==> config.mk <==
export PLATFORM = sky130hd
export DESIGN_NAME = spike_rate_avg
export DESIGN_NICKNAME = d
export VERILOG_FILES = /design/src/rtl/spike_rate_avg.sv
export SDC_FILE = /design/constraint.sdc
export NUM_CORES = 1
export LEC_CHECK = 0
export CORE_ASPECT_RATIO = 1.5
export CORE_MARGIN = 4
export CORE_UTILIZATION = 60
export DETAILED_ROUTE_END_ITERATION = 10
export PLACE_DENSITY_LB_ADDON = 0.25
export SLEW_MARGIN = 5
export SYNTH_ARGS = -nofsm -noshare
export SYNTH_HDL_FRONTEND = slang
export SYNTH_SLANG_ARGS = --single-unit
export TNS_END_PERCENT = 50
==> constraint.sdc <==
create_clock -name clk -period 6.9 [get_ports clk]
set_input_delay 1.38 -clock clk [delete_from_list [all_inputs] [get_ports clk]]
set_output_delay 1.38 -clock clk [all_outputs]
set_load 0.01 [all_outputs]
==> src/rtl/spike_rate_avg.sv <==
// Moving-average firing rate over the last 2^LOG2_DEPTH spike-count windows,
// published through a valid/ready handshake with a sticky overrun flag.
module spike_rate_avg #(
  parameter int unsigned CNT_W      = 32,
  parameter int unsigned LOG2_DEPTH = 3
) (
  input  logic                        clk,
  input  logic                        reset,
  input  logic [CNT_W-1:0]            cnt_in,
  input  logic                        cnt_stb,
  input  logic                        clear,
  output logic [CNT_W-1:0]            rate_out,
  output logic                        rate_valid,
  input  logic                        rate_ready,
  output logic [CNT_W+LOG2_DEPTH-1:0] sum_out,
  output logic                        filled,
  output logic                        overrun
);

  localparam int unsigned DEPTH = 1 << LOG2_DEPTH;
  localparam int unsigned SUM_W = CNT_W + LOG2_DEPTH;

  typedef enum logic {FILL, RUN} state_t;

  state_t                  state;
  logic [CNT_W-1:0]        hist [DEPTH];
  logic [LOG2_DEPTH-1:0]   wr_ptr;
  logic [LOG2_DEPTH-1:0]   fill_cnt;
  logic [SUM_W-1:0]        sum_next;
  logic                    load;

  // The outgoing entry is part of the sum, so this subtraction cannot underflow.
  always_comb begin
    sum_next = sum_out + SUM_W'(cnt_in) - SUM_W'(hist[wr_ptr]);
    load     = cnt_stb && ((state == RUN) ||
                           (fill_cnt == LOG2_DEPTH'(DEPTH - 1)));
  end

  always_ff @(posedge clk) begin
    if (reset || clear) begin
      for (int i = 0; i < int'(DEPTH); i++) hist[i] <= '0;
      state      <= FILL;
      wr_ptr     <= '0;
      fill_cnt   <= '0;
      sum_out    <= '0;
      rate_out   <= '0;
      rate_valid <= 1'b0;
      filled     <= 1'b0;
      overrun    <= 1'b0;
    end else begin
      if (cnt_stb) begin
        hist[wr_ptr] <= cnt_in;
        wr_ptr       <= wr_ptr + 1'b1;
        sum_out      <= sum_next;
        if (state == FILL) begin
          fill_cnt <= fill_cnt + 1'b1;
          if (fill_cnt == LOG2_DEPTH'(DEPTH - 1)) begin
            state  <= RUN;
            filled <= 1'b1;
          end
        end
      end

      // A newer result replaces an unconsumed one and flags the loss.
      if (load) begin
        rate_out   <= CNT_W'(sum_next >> LOG2_DEPTH);
        rate_valid <= 1'b1;
        if (rate_valid && !rate_ready) overrun <= 1'b1;
      end else if (rate_valid && rate_ready) begin
        rate_valid <= 1'b0;
      end
    end
  end

endmodule

Word level (Yosys, flattened, before mapping)

Memories as Yosys holds them, arrays and structs flattened. A register that Yosys moved wholly into a read port is not among the register bits.
Cells that the tools add are included.

Register bits: 77
Latch bits: 0
RAM bits: 256
ROM bits: 0
Bits of input ports: 37
Memories kept: 1

Add/subtract/negate cells: 4
Multiply operators: 0
Divide/modulo/power cells: 0
Order comparisons: 0
Equality and inequality tests: 1
Shifts and indexed selects: 0
Muxes and demuxes: 14
Bitwise operators: 1
Reduce and logical (&&, ||, !) cells: 11

Memories:

| memory | depth | width | rd ports | clocked after Yosys merged registers in | write ports | RTL line | RTL |
|---|---|---|---|---|---|---|---|
| hist   | 8     | 32    | 1        | 1                                       | 8           | 26       | `logic [CNT_W-1:0] hist [DEPTH];` |

Operators with widths:

| cell                                         | count |
|---|---|
| adder 35 x 32 -> 35 bit                      | 1 |
| subtractor 35 x 32 -> 35 bit                 | 1 |
| two-way mux 32 bit                           | 1 |
| OR reduction 32 bit                          | 1 |
| two-way mux 1 bit                            | 10 |
| two-way mux 3 bit                            | 3 |
| adder 3 x 1 -> 3 bit (second input constant) | 2 |
| AND reduction 2 bit                          | 2 |
| equality test 3 bit (second input constant)  | 1 |
| logical AND 1 bit                            | 3 |
| AND reduction 3 bit                          | 1 |
| logical OR 1 bit                             | 2 |
| nonzero test 2 bit                           | 1 |
| logical NOT 1 bit                            | 1 |
| inverter 1 bit                               | 1 |

Logic depth before layout (Yosys ltp)

Word-level depth: 5
Gate-level depth with buffers: 17
Depth with buffers taken out: 15

Least setup slack after synthesis

Ideal clock, no wire load.

Path kind: input to register
From: input port clear
To: memory hist[7][0] (enable)
Arrival: 4.691 ns
Required time: 6.434 ns
Setup slack: 1.743 ns
Stages on the path: 6
Cells stage by stage: or2_2 clkbuf_1 nor2_1 nand2_1 clkbuf_1 o21ai_0

RTL lines:

| what               | RTL line | RTL |
|---|---|---|
| start: declaration | 11       | `input logic clear,` |
| end: declaration   | 26       |  |

==> results list <==
- Setup repair after global routing missed its margin: false
- The worst setup path is launched from a flop.
- Buffers from clock root to sink, at most: 3
* PD cells: 273 mW/mm²
* Hold_buf cts: 0
- HPWL reported at the end of detailed placement: between 20000 and 30000 µm
* Worst Path Class, Setup: reg2reg
- Pin count of the biggest net entering global routing: 69
- Post-route ant nets: 0
* Ant. Diodes: 0
- Detailed-route vias per instance: 6.34
- Data on the critical path arrives at its endpoint at ~5.5 ns.
* Flip-flop and latch count after synthesis: 336
* Relative area change from synthesis to final layout: 14.8%
- The via count of the first global-routing pass came to 12376.
- Slowest cell on crit path: sky130_fd_sc_hd__dfxtp_4
* Routed wire length: 45900 µm
* Max stage delay on crit path: around 0.95 ns
- Detailed routing inserted a total of 12107 vias.
- Leak: 7.63 nW
- In the routed design, unresolved DRC markers number 0.
- The die covers about 0.032 mm².
* Number of instances in the synthesized netlist: 1430
* Largest cells by area after synthesis: sky130_fd_sc_hd__edfxtp_1, sky130_fd_sc_hd__dfxtp_1, sky130_fd_sc_hd__mux4_2
- Subtracting the final worst setup slack from the clock period gives just over 5 ns.
* Netlist area before placement: around 0.017 mm²
* Syn Area/Cell: 12.1 µm²
- Placer congestion estimate: about 0.97
* Distinct cell type count after synthesis: 68
- Commonest non-fill, non-tap cells in the layout: sky130_fd_sc_hd__edfxtp_1, sky130_fd_sc_hd__and2_1, sky130_fd_sc_hd__inv_1, sky130_fd_sc_hd__clkdlybuf4s50_1, sky130_fd_sc_hd__nor4_1
- Fraction of registers with async set/reset: 0%
- The number of endpoints with negative hold slack in the final report came to 0.
- Std-Cell Core Area: 0.0282 mm²
- Net count after synthesis: 1537
- The number of slew-limit violations in the final report was 0.
- Input and output buffers added on the ports amount to 106.
- The tightest min-delay check is of the reg2reg type.
- Highest clock rate: just under 200 MHz
- Yosys printed 0 warnings.
* Floorplan die height: 216 µm
- Reported max-cap violation count: 0
- The signal on the critical path passes through buf_4 -> mux4_2 -> mux2_2 -> fa_1 -> inv_1 -> ha_1 -> nand2_1 -> nor3_1 -> and4_2 -> o211ai_1 -> nand2_1 -> a21oi_1 -> or4_1 -> o311ai_0.
* Worst Tran Pin Value: 1.08 ns
- Clock tree from TritonCTS: yes
* Share of layout cells above drive strength 1: 13.7%
- In this run the count of I/O pins placed on the die edge is 107.
- Worst-Skew Late Latency: 0.57 ns
* Cts repair resizes: 0
- Die width: 147 µm
- Once the floorplan was initialized, standard cells occupied between 60% and 70% of the core.
- Commonest non-fill, non-tap cell in the layout: sky130_fd_sc_hd__edfxtp_1
* Final sum of negative setup slack: 0 ns
* First-pass GRT wire length: 71000 µm
- Number of DRC markers after the initial detailed-route iteration: around 1400
* Critical path fanouts, max: 43
* TritonCTS Buffers: 31
- Antenna violations before repair: 0
- Routed len/inst: 24.0 µm
- H-tree depth reported by CTS: 1
- The synthesized design devotes to its leading area cell type between 40% and 50% of total area.
- For this run, the post-layout net count is 1608.
- After global routing the overflow that remains totals 0.
* Most numerous cell on the critical path: sky130_fd_sc_hd__nand2_1
- Setup violations remaining at the end of the flow were counted as 0.
- Yosys mapped a number of flops with a built-in enable equal to ~260.
- Sequential cells were found to cover 53.7% of the synthesized design area.
- DRT Pass-1 Iters: 5
* Final cell utilization of the core: 70.3%
- The floorplan has 75 rows.
* Crit path capture type: flop
- Data required time at the worst endpoint: 7.36 ns
- Most common flop cell mapped by yosys: sky130_fd_sc_hd__edfxtp_1
* Period utilization: 73.1%
- The run finished with clean final reports.
- For this design, the sink count on the clock tree is 336.
* Total setup buffers inserted after CTS: 0
- Max-slew headroom at the worst pin: 27.9%
- Maximum clock skew at final layout: 0.0139 ns
- GRT Overall Usage: 28.9%
- Root Buffer: sky130_fd_sc_hd__clkbuf_16
- The synthesized design spends more area on one cell type than any other, namely sky130_fd_sc_hd__edfxtp_1.
* Worst vdd rail ir drop: 0.000207 V
- Worst-path clk slew: 0.07 ns
[sequential cells by signal, summed over array words and instances (netlist names), named ones only]
signal,flops
hist,256
sum_out,35
rate_out,32
fill_cnt,3
wr_ptr,3
filled,1
overrun,1
rate_valid,1
state,1
[synth_stat cells, types with 5 or more instances]
| library cell | instances |
|---|---|
| sky130_fd_sc_hd__clkbuf_1 | 77 |
| sky130_fd_sc_hd__ha_1 | 38 |
| sky130_fd_sc_hd__buf_1 | 20 |
| sky130_fd_sc_hd__or4_1 | 5 |
| sky130_fd_sc_hd__inv_1 | 128 |
| sky130_fd_sc_hd__xor2_1 | 11 |
| sky130_fd_sc_hd__nor3_1 | 43 |
| sky130_fd_sc_hd__a21o_1 | 19 |
| sky130_fd_sc_hd__a21oi_1 | 54 |
| sky130_fd_sc_hd__xnor2_1 | 16 |
| sky130_fd_sc_hd__nor2_1 | 61 |
| sky130_fd_sc_hd__o21a_1 | 7 |
| sky130_fd_sc_hd__nand4_1 | 13 |
| sky130_fd_sc_hd__mux2_2 | 31 |
| sky130_fd_sc_hd__o21ai_1 | 7 |
| sky130_fd_sc_hd__nand2b_1 | 10 |
| sky130_fd_sc_hd__o21ai_0 | 20 |
| sky130_fd_sc_hd__nand3_1 | 25 |
| sky130_fd_sc_hd__and2_1 | 145 |
| sky130_fd_sc_hd__nand2_1 | 74 |
| sky130_fd_sc_hd__mux2i_1 | 24 |
| sky130_fd_sc_hd__fa_1 | 32 |
| sky130_fd_sc_hd__edfxtp_1 | 256 |
| sky130_fd_sc_hd__mux4_2 | 64 |
| sky130_fd_sc_hd__nand3b_1 | 5 |
| sky130_fd_sc_hd__nor4_1 | 88 |
| sky130_fd_sc_hd__a211oi_1 | 8 |
| sky130_fd_sc_hd__dfxtp_1 | 80 |
| sky130_fd_sc_hd__o21bai_1 | 5 |
[kinds of logic after synthesis]
family	Yosys count	synth area share (%)
simple gates	490	15.6
mux	119	11.7
flops	336	53.7
fa+ha+maj	70	6.45
compound gates	159	6.07
buf+inv	229	5.09
xor+xnor	27	1.37
[power by group]
group	total, mW	switching [mW]	internal [mW]
sequential	2.33	0.0584	2.27
combinational	1.31	0.786	0.527
clock	1.79	0.762	1.03
total	5.43	1.61	3.82
[area by class of cell]
| type | instances | area, µm² |
|---|---|---|
| clock buffer | 39 | 856 |
| clock inverter | 18 | 204 |
| fill | 1973 | 8400 |
| inverter | 128 | 480 |
| multi-input combinational | 865 | 7180 |
| sequential | 336 | 9300 |
| tap | 385 | 482 |
| timing repair buffer | 139 | 1350 |
[through the flow]
| step | cell area [µm²] | setup WS (ns) | total power [mW] | hold WS [ns] | std cells |
|---|---|---|---|---|---|
| after global routing | 19800 | 1.37 | 5.66 | 0.471 | 1910 |
| final | 19800 | 1.85 | 5.43 | 0.456 | 1910 |
| after CTS | 19800 | 1.81 | 5.43 | 0.457 | 1910 |
| after detailed placement | 18800 | 1.62 | 3.66 | 0.448 | 1853 |
| after global placement | 18800 | 1.68 | 3.63 | 0.444 | 1853 |
| after floorplan | 17300 | 1.74 | 3.28 | 0.465 | 1430 |
[final timing paths]
path | from | end | slack, ns | depth (start not counted)
worst max register to register | flop | sum_out[28] | 1.85 | 14
worst min-delay path | rate_out[11] | rate_out[11] | 0.46 | 2
worst max-delay path | flop | sum_out[28] | 1.85 | 14
worst min register to register | rate_out[11] | rate_out[11] | 0.46 | 2
[critical path, delay by kind of cell (launching register included)]
family	cells	cell delay, ns
flops	1	0.95
fa+ha+maj	2	0.91
compound gates	3	0.36
buf+inv	2	0.59
mux	2	0.86
simple gates	5	1.25
[per-layer routing]
layer	wire length, µm	part of all wire, %	GRT usage (%)	up-vias
met2	23000	50	49.5	695
li1	-	-	-	5354
met1	17000	37	36.9	5914
met4	1860	4.1	11.8	0
met3	3990	8.7	4.53	144
met5	0	0	0	-
(Power assumes the default switching activity.)
